File: src/rtl/ysyx_22050854_mul_pkg.sv
// Shared constants and types for the iterative radix-4 Booth multiplier.
// Width default, FSM encoding, iteration counts and signedness codes.
package ysyx_22050854_mul_pkg;

  localparam int XLEN_DEFAULT = 64;
  localparam int ITER64 = XLEN_DEFAULT / 2 + 1;
  localparam int ITERW = 17;

  localparam logic [1:0] MUL_SS = 2'b11;
  localparam logic [1:0] MUL_SU = 2'b10;
  localparam logic [1:0] MUL_UU = 2'b00;

  typedef enum logic [1:0] {
    IDLE = 2'd0,
    BUSY = 2'd1,
    DONE = 2'd2
  } mul_state_e;

endpackage

File: src/rtl/ysyx_22050854_genBooth.sv
// Radix-4 Booth digit selector.
// Maps a 3-bit multiplier window to one of +M, +2M, -M, -2M or zero.
module ysyx_22050854_genBooth (
  input  logic [2:0] i_src,
  output logic       o_neg,
  output logic       o_neg2,
  output logic       o_pos,
  output logic       o_pos2
);

  always_comb begin
    o_neg  = 1'b0;
    o_neg2 = 1'b0;
    o_pos  = 1'b0;
    o_pos2 = 1'b0;
    case (i_src)
      3'b001, 3'b010: o_pos  = 1'b1;
      3'b011:         o_pos2 = 1'b1;
      3'b100:         o_neg2 = 1'b1;
      3'b101, 3'b110: o_neg  = 1'b1;
      default: ;
    endcase
  end

endmodule

File: src/rtl/ysyx_22050854_booth_mul_seq.sv
// Iterative radix-4 Booth multiplier, one digit per cycle.
// Covers MUL/MULH/MULHSU/MULHU and MULW with a one-cycle result pulse.
module ysyx_22050854_booth_mul_seq
  import ysyx_22050854_mul_pkg::*;
#(
  parameter int XLEN = XLEN_DEFAULT
) (
  input  logic            clk,
  input  logic            rst,
  input  logic            mul_valid,
  input  logic            flush,
  input  logic            mulw,
  input  logic [1:0]      mul_signed,
  input  logic [XLEN-1:0] multiplicand,
  input  logic [XLEN-1:0] multiplier,
  output logic            mul_ready,
  output logic            out_valid,
  output logic [XLEN-1:0] result_hi,
  output logic [XLEN-1:0] result_lo
);

  localparam int PW = 2 * XLEN;
  localparam int MW = XLEN + 3;
  localparam int ITERL = XLEN / 2 + 1;
  localparam int CW = $clog2(ITERL + 1);
  localparam logic [PW-1:0] PP_ONE = PW'(1);

  mul_state_e r_state;
  mul_state_e w_state_nxt;

  logic [PW-1:0]   r_acc;
  logic [PW-1:0]   r_mcand;
  logic [MW-1:0]   r_mplr;
  logic [CW-1:0]   r_cnt;
  logic            r_mulw;
  logic            r_out_valid;
  logic [XLEN-1:0] r_hi;
  logic [XLEN-1:0] r_lo;

  logic            w_accept;
  logic            w_busy;
  logic            w_last;
  logic            w_neg;
  logic            w_neg2;
  logic            w_pos;
  logic            w_pos2;
  logic [PW-1:0]   w_pp;
  logic [PW-1:0]   w_acc_nxt;
  logic [MW-1:0]   w_mplr_ld;
  logic [PW-1:0]   w_mcand_ld;

  assign mul_ready = (r_state == IDLE) && !rst;
  assign w_accept  = mul_valid && mul_ready && !flush;
  assign w_busy    = (r_state == BUSY);
  assign w_last    = (r_cnt == CW'(1));

  ysyx_22050854_genBooth u_sel (
    .i_src  (r_mplr[2:0]),
    .o_neg  (w_neg),
    .o_neg2 (w_neg2),
    .o_pos  (w_pos),
    .o_pos2 (w_pos2)
  );

  // Word ops sign-extend the low half; the extra multiplier bits never get used.
  always_comb begin
    w_mplr_ld  = '0;
    w_mcand_ld = '0;
    if (mulw) begin
      w_mplr_ld  = {{(MW-33){multiplier[31]}}, multiplier[31:0], 1'b0};
      w_mcand_ld = {{(PW-32){multiplicand[31]}}, multiplicand[31:0]};
    end else begin
      w_mplr_ld  = {{2{mul_signed[0] & multiplier[XLEN-1]}},
                    multiplier, 1'b0};
      w_mcand_ld = {{XLEN{mul_signed[1] & multiplicand[XLEN-1]}},
                    multiplicand};
    end
  end

  always_comb begin
    w_pp = '0;
    unique case (1'b1)
      w_pos:   w_pp = r_mcand;
      w_pos2:  w_pp = r_mcand << 1;
      w_neg:   w_pp = ~r_mcand + PP_ONE;
      w_neg2:  w_pp = ~(r_mcand << 1) + PP_ONE;
      default: w_pp = '0;
    endcase
  end

  assign w_acc_nxt = r_acc + w_pp;

  always_comb begin
    w_state_nxt = r_state;
    unique case (r_state)
      IDLE: if (w_accept) w_state_nxt = BUSY;
      BUSY: begin
        if (flush)       w_state_nxt = IDLE;
        else if (w_last) w_state_nxt = DONE;
      end
      DONE:    w_state_nxt = IDLE;
      default: w_state_nxt = IDLE;
    endcase
  end

  always_ff @(posedge clk) begin
    if (rst) begin
      r_state     <= IDLE;
      r_acc       <= '0;
      r_mcand     <= '0;
      r_mplr      <= '0;
      r_cnt       <= '0;
      r_mulw      <= 1'b0;
      r_out_valid <= 1'b0;
      r_hi        <= '0;
      r_lo        <= '0;
    end else begin
      r_state     <= w_state_nxt;
      r_out_valid <= w_busy && w_last && !flush;
      if (w_accept) begin
        r_acc   <= '0;
        r_mcand <= w_mcand_ld;
        r_mplr  <= w_mplr_ld;
        r_mulw  <= mulw;
        r_cnt   <= mulw ? CW'(ITERW) : CW'(ITERL);
      end else if (w_busy && !flush) begin
        r_acc   <= w_acc_nxt;
        r_mcand <= r_mcand << 2;
        r_mplr  <= {{2{r_mplr[MW-1]}}, r_mplr[MW-1:2]};
        r_cnt   <= r_cnt - CW'(1);
        if (w_last) begin
          if (r_mulw) begin
            r_hi <= '0;
            r_lo <= {{(XLEN-32){w_acc_nxt[31]}}, w_acc_nxt[31:0]};
          end else begin
            r_hi <= w_acc_nxt[PW-1:XLEN];
            r_lo <= w_acc_nxt[XLEN-1:0];
          end
        end
      end
    end
  end

  // A flush landing in DONE swallows the pulse in that same cycle.
  assign out_valid = r_out_valid && !flush;
  assign result_hi = r_hi;
  assign result_lo = r_lo;

endmodule

File: config.mk
export PLATFORM = sky130hd
export DESIGN_NAME = ysyx_22050854_booth_mul_seq
export DESIGN_NICKNAME = d
export VERILOG_FILES = /design/src/rtl/ysyx_22050854_mul_pkg.sv /design/src/rtl/ysyx_22050854_genBooth.sv /design/src/rtl/ysyx_22050854_booth_mul_seq.sv
export SDC_FILE = /design/constraint.sdc
export NUM_CORES = 2
export LEC_CHECK = 0
export CORE_AREA = 4 4 170 336
export CTS_BUF_LIST = sky130_fd_sc_hd__clkbuf_2
export DETAILED_ROUTE_END_ITERATION = 12
export DIE_AREA = 0 0 174 340
export PLACE_DENSITY = 0.81
export RECOVER_POWER = 50
export SYNTH_ARGS = -nofsm -noshare
export SYNTH_HDL_FRONTEND = slang
export SYNTH_SLANG_ARGS = --single-unit
export TNS_END_PERCENT = 30
File: constraint.sdc
create_clock -name clk -period 8.5 [get_ports clk]
set_clock_uncertainty 0.05 [all_clocks]
set_input_delay 2.125 -clock clk [delete_from_list [all_inputs] [get_ports clk]]
set_output_delay 2.125 -clock clk [all_outputs]
set_load 0.02 [all_outputs]
==> flow_summary_export.csv <==
group,metric,value,unit
status,status,"finished with violations",
status,violations,"max-capacitance violations, max-slew violations",
worst_setup_path,startpoint_type,"primary input",
worst_setup_path,crit_type,"in2reg",
routing,postRouteAntennaNets,0,
timing,slew_headroom,-214,%
synth,yosysMostFrequentCell,"nand2_1",
timing,fin_crit,8.04,ns
die,num_rows,121,
timing,max_slew.worst_pin.slew,4.71,ns
timing,rsz0062_at_grt,"no",
die,start_util,59.5,%
die,ios,265,
pwr,ir_drop,0.000102,V
synth,syn_area,32400,µm²
clock_tree,cts_root_buffer,"clkbuf_2",
routing,firstDrtPassIters,8,
synth,synthCells,4618,
die,die_h,340,µm
worst_setup_path,r2r-start,"r_mcand[14]",
clock_tree,clock-sinks,461,
cells_and_area,postLayoutCellArea,35900,µm²
synth,yosysTopAreaCell,"dfxtp_1",
cells_and_area,drive_gt1_share,6.14,%
worst_hold_path,min_path_type,"reg2reg",
die,coreArea,54500,µm²
cells_and_area,ff_latch_area,9240,µm²
die,die_w,174,µm
clock_tree,cts_setup_buffers,0,
placed_design,dp_hpwl,89900,µm
routing,avgViaCountPerCell,6.57,
cells_and_area,multi_input_area,21400,µm²
placed_design,place_area,34900,µm²
cells_and_area,nFillCells,5121,
worst_setup_path,reg2reg_depth,27,
placed_design,dp.cells,5189,
global_route,grt.total_usage,39.8,%
clock_tree,htreeDepth,3,
synth,synth_nets,4884,
synth,synth.area.top_cells,"dfxtp_1 28%, nand2_1 10%, a21oi_1 8.9%",
worst_setup_path,worstPathRequired,9.51,ns
synth,yosys_most_used_dff,"dfxtp_1",
worst_setup_path,worstPathArrival,9.06,ns
synth,synth_edf_count,0,
timing,setup_viol,0,
worst_setup_path,critPathCaptureType,"flop",
job,maxCapViolCount,7,
timing,setup_tns,0,ns
synth,ys_types,82,
synth,synth_top_cell_area_share,28.5,%
synth,synth_seq_cells,461,
cells_and_area,nets,4883,
synth,async_flop_share,0,%
global_route,antenna_found_initial,13,
cells_and_area,fin_cells,5381,
clock_tree,clk_latency,1.20,ns
clock_tree,cts_tree,"built",
global_route,grt_first_pass_wirelength,188000,µm
worst_setup_path,crit_path_end,"r_acc[125]",
timing,period_share,94.6,%
synth,yosysWarnings,0,
routing,via_count,35300,
timing,maxSlewViolCount,554,
worst_setup_path,ff2ff_setup_slack,0.48,ns
worst_setup_path,rr_endpoint,"result_hi[61]",
global_route,gr-total-overflow,0,
routing,drc_errors,0,
clock_tree,cts_hold_buf,0,
pwr,powerDensity,132,nW/µm²
clock_tree,cts_max_path_buffers,3,
die,dieArea,59200,µm²
routing,detail_route.iter0.violations,2999,
global_route,grt_max_degree,201,
global_route,grt_pass1_vias,34500,
worst_setup_path,cp-startpoint,"flush",
placed_design,port_buffers,264,
timing,hold_viol,0,
routing,post_drt_wl_per_cell,23.0,µm
pwr,power_leakage,13.5,nW
routing,wirelength,124000,µm
worst_setup_path,worstPathMaxFanout,200,
synth,ys_seq_area_share,28.5,%
clock_tree,clk_pin_slew,0.12,ns
clock_tree,cts_buffers,102,
placed_design,place_congestion,1.03,
timing,max_freq,0.124,GHz
cells_and_area,syn_to_final_growth,10.7,%
synth,synth.top_cells.by_count,"862 x nand2_1, 575 x a21oi_1, 461 x dfxtp_1",
synth,syn_area_per_cell,7.02,µm²
timing,whs,0.398,ns
==> power by group <==
group | internal, mW | switching, mW | leakage (nW) | total, mW
sequential | 2.22 | 0.0993 | 3.74 | 2.31
clock | 0.599 | 0.965 | 0.728 | 1.56
combinational | 0.311 | 0.531 | 9.08 | 0.842
total | 3.13 | 1.60 | 13.5 | 4.72
==> layout make-up <==
| type | instances | share of cell area [%] |
|---|---|---|
| multi-input combinational | 3666 | 59.6 |
| clock buffer | 134 | 1.87 |
| clock inverter | 45 | 0.955 |
| timing repair buffer | 328 | 8.74 |
| sequential | 461 | 25.7 |
| inverter | 58 | 0.606 |
| tap | 676 | 2.36 |
| antenna | 13 | 0.0906 |
==> metal layers <==
metal  track usage [%]  share of wire (%)  vias to the layer above
met3              7.19                6.4                      716
met1              37.4                 32                    16400
li1                  -                  -                    16400
met2              70.1                 49                     1793
met4              40.4                 12                        0
met5                 0                  0                        -
==> worst max-delay path, cell delays in order <==
cell	delay, ns
dlygate4sd3_1	0.60
nor3_1	0.38
nand3b_1	0.16
clkbuf_2	2.08
nand2b_4	1.49
buf_2	1.60
or3_1	0.26
a2bb2oi_1	0.18
nand2_1	0.07
==> state kept, by name, summed over array words and instances, names as in the netlist <==
register     cells
result_lo       64
r_mcand        128
r_mplr          67
r_state          2
r_mulw           1
r_acc          128
r_out_valid      1
r_cnt            6
result_hi       64
==> per-stage QoR <==
step	util (%)	setup slack [ns]	power [mW]
finish	65.9	0.457	4.72
global route	65.9	0.0286	4.91
CTS	65.9	0.442	4.72
detailed placement	64.1	0.497	3.18
global placement	64.1	0.608	3.17
floorplan	-	1.57	2.90
==> worst min path at each step <==
| stage | from | endpoint | cells past startpoint |
|---|---|---|---|
| floorplan | r_acc[106] | r_acc[106] | 2 |
| global placement | result_hi[49] | result_hi[49] | 2 |
| detailed placement | result_hi[49] | result_hi[49] | 2 |
| CTS | result_hi[49] | result_hi[49] | 2 |
| global route | result_hi[49] | result_hi[49] | 2 |
| finish | result_hi[49] | result_hi[49] | 2 |
==> what timing repair did <==
item / in CTS / in global routing
setup endpoints to repair: 0 / 5
endpoints found under the hold margin: 0 / 0
resized for setup: 0 / 2
==> cells in the final DEF (no fill, tap or decap), types with 50 or more instances in the layout <==
cell type / instances
a311oi_1: 69
ha_1: 130
a21oi_1: 575
a211oi_1: 94
a21o_1: 67
a22oi_1: 96
inv_1: 55
dlygate4sd3_1: 103
nor3_1: 151
a221oi_1: 50
nor2_1: 409
or3_1: 62
nand4_1: 59
clkbuf_2: 136
nand3_1: 56
nand2_1: 859
xor2_1: 141
clkdlybuf4s50_1: 160
dfxtp_1: 458
xnor2_1: 171
buf_4: 53
o21ai_0: 233
==> logic make-up (layout without fill, tap and decap cells) <==
family                   Yosys count  count (layout)  synth area share, %
AO/OA/AOI/OAI                   1421            1421                 27.3
XOR/XNOR                         313             313                 8.45
adder cells (fa/ha/maj)          131             131                 5.08
buffers and inverters            491             565                 5.78
flip-flops                       461             461                 28.5
multiplexers                      17              17                0.563
other                              0              13                    0
AND/OR/NAND/NOR                 1784            1784                 24.3
Note: power is estimated with default switching activity, not from simulation.
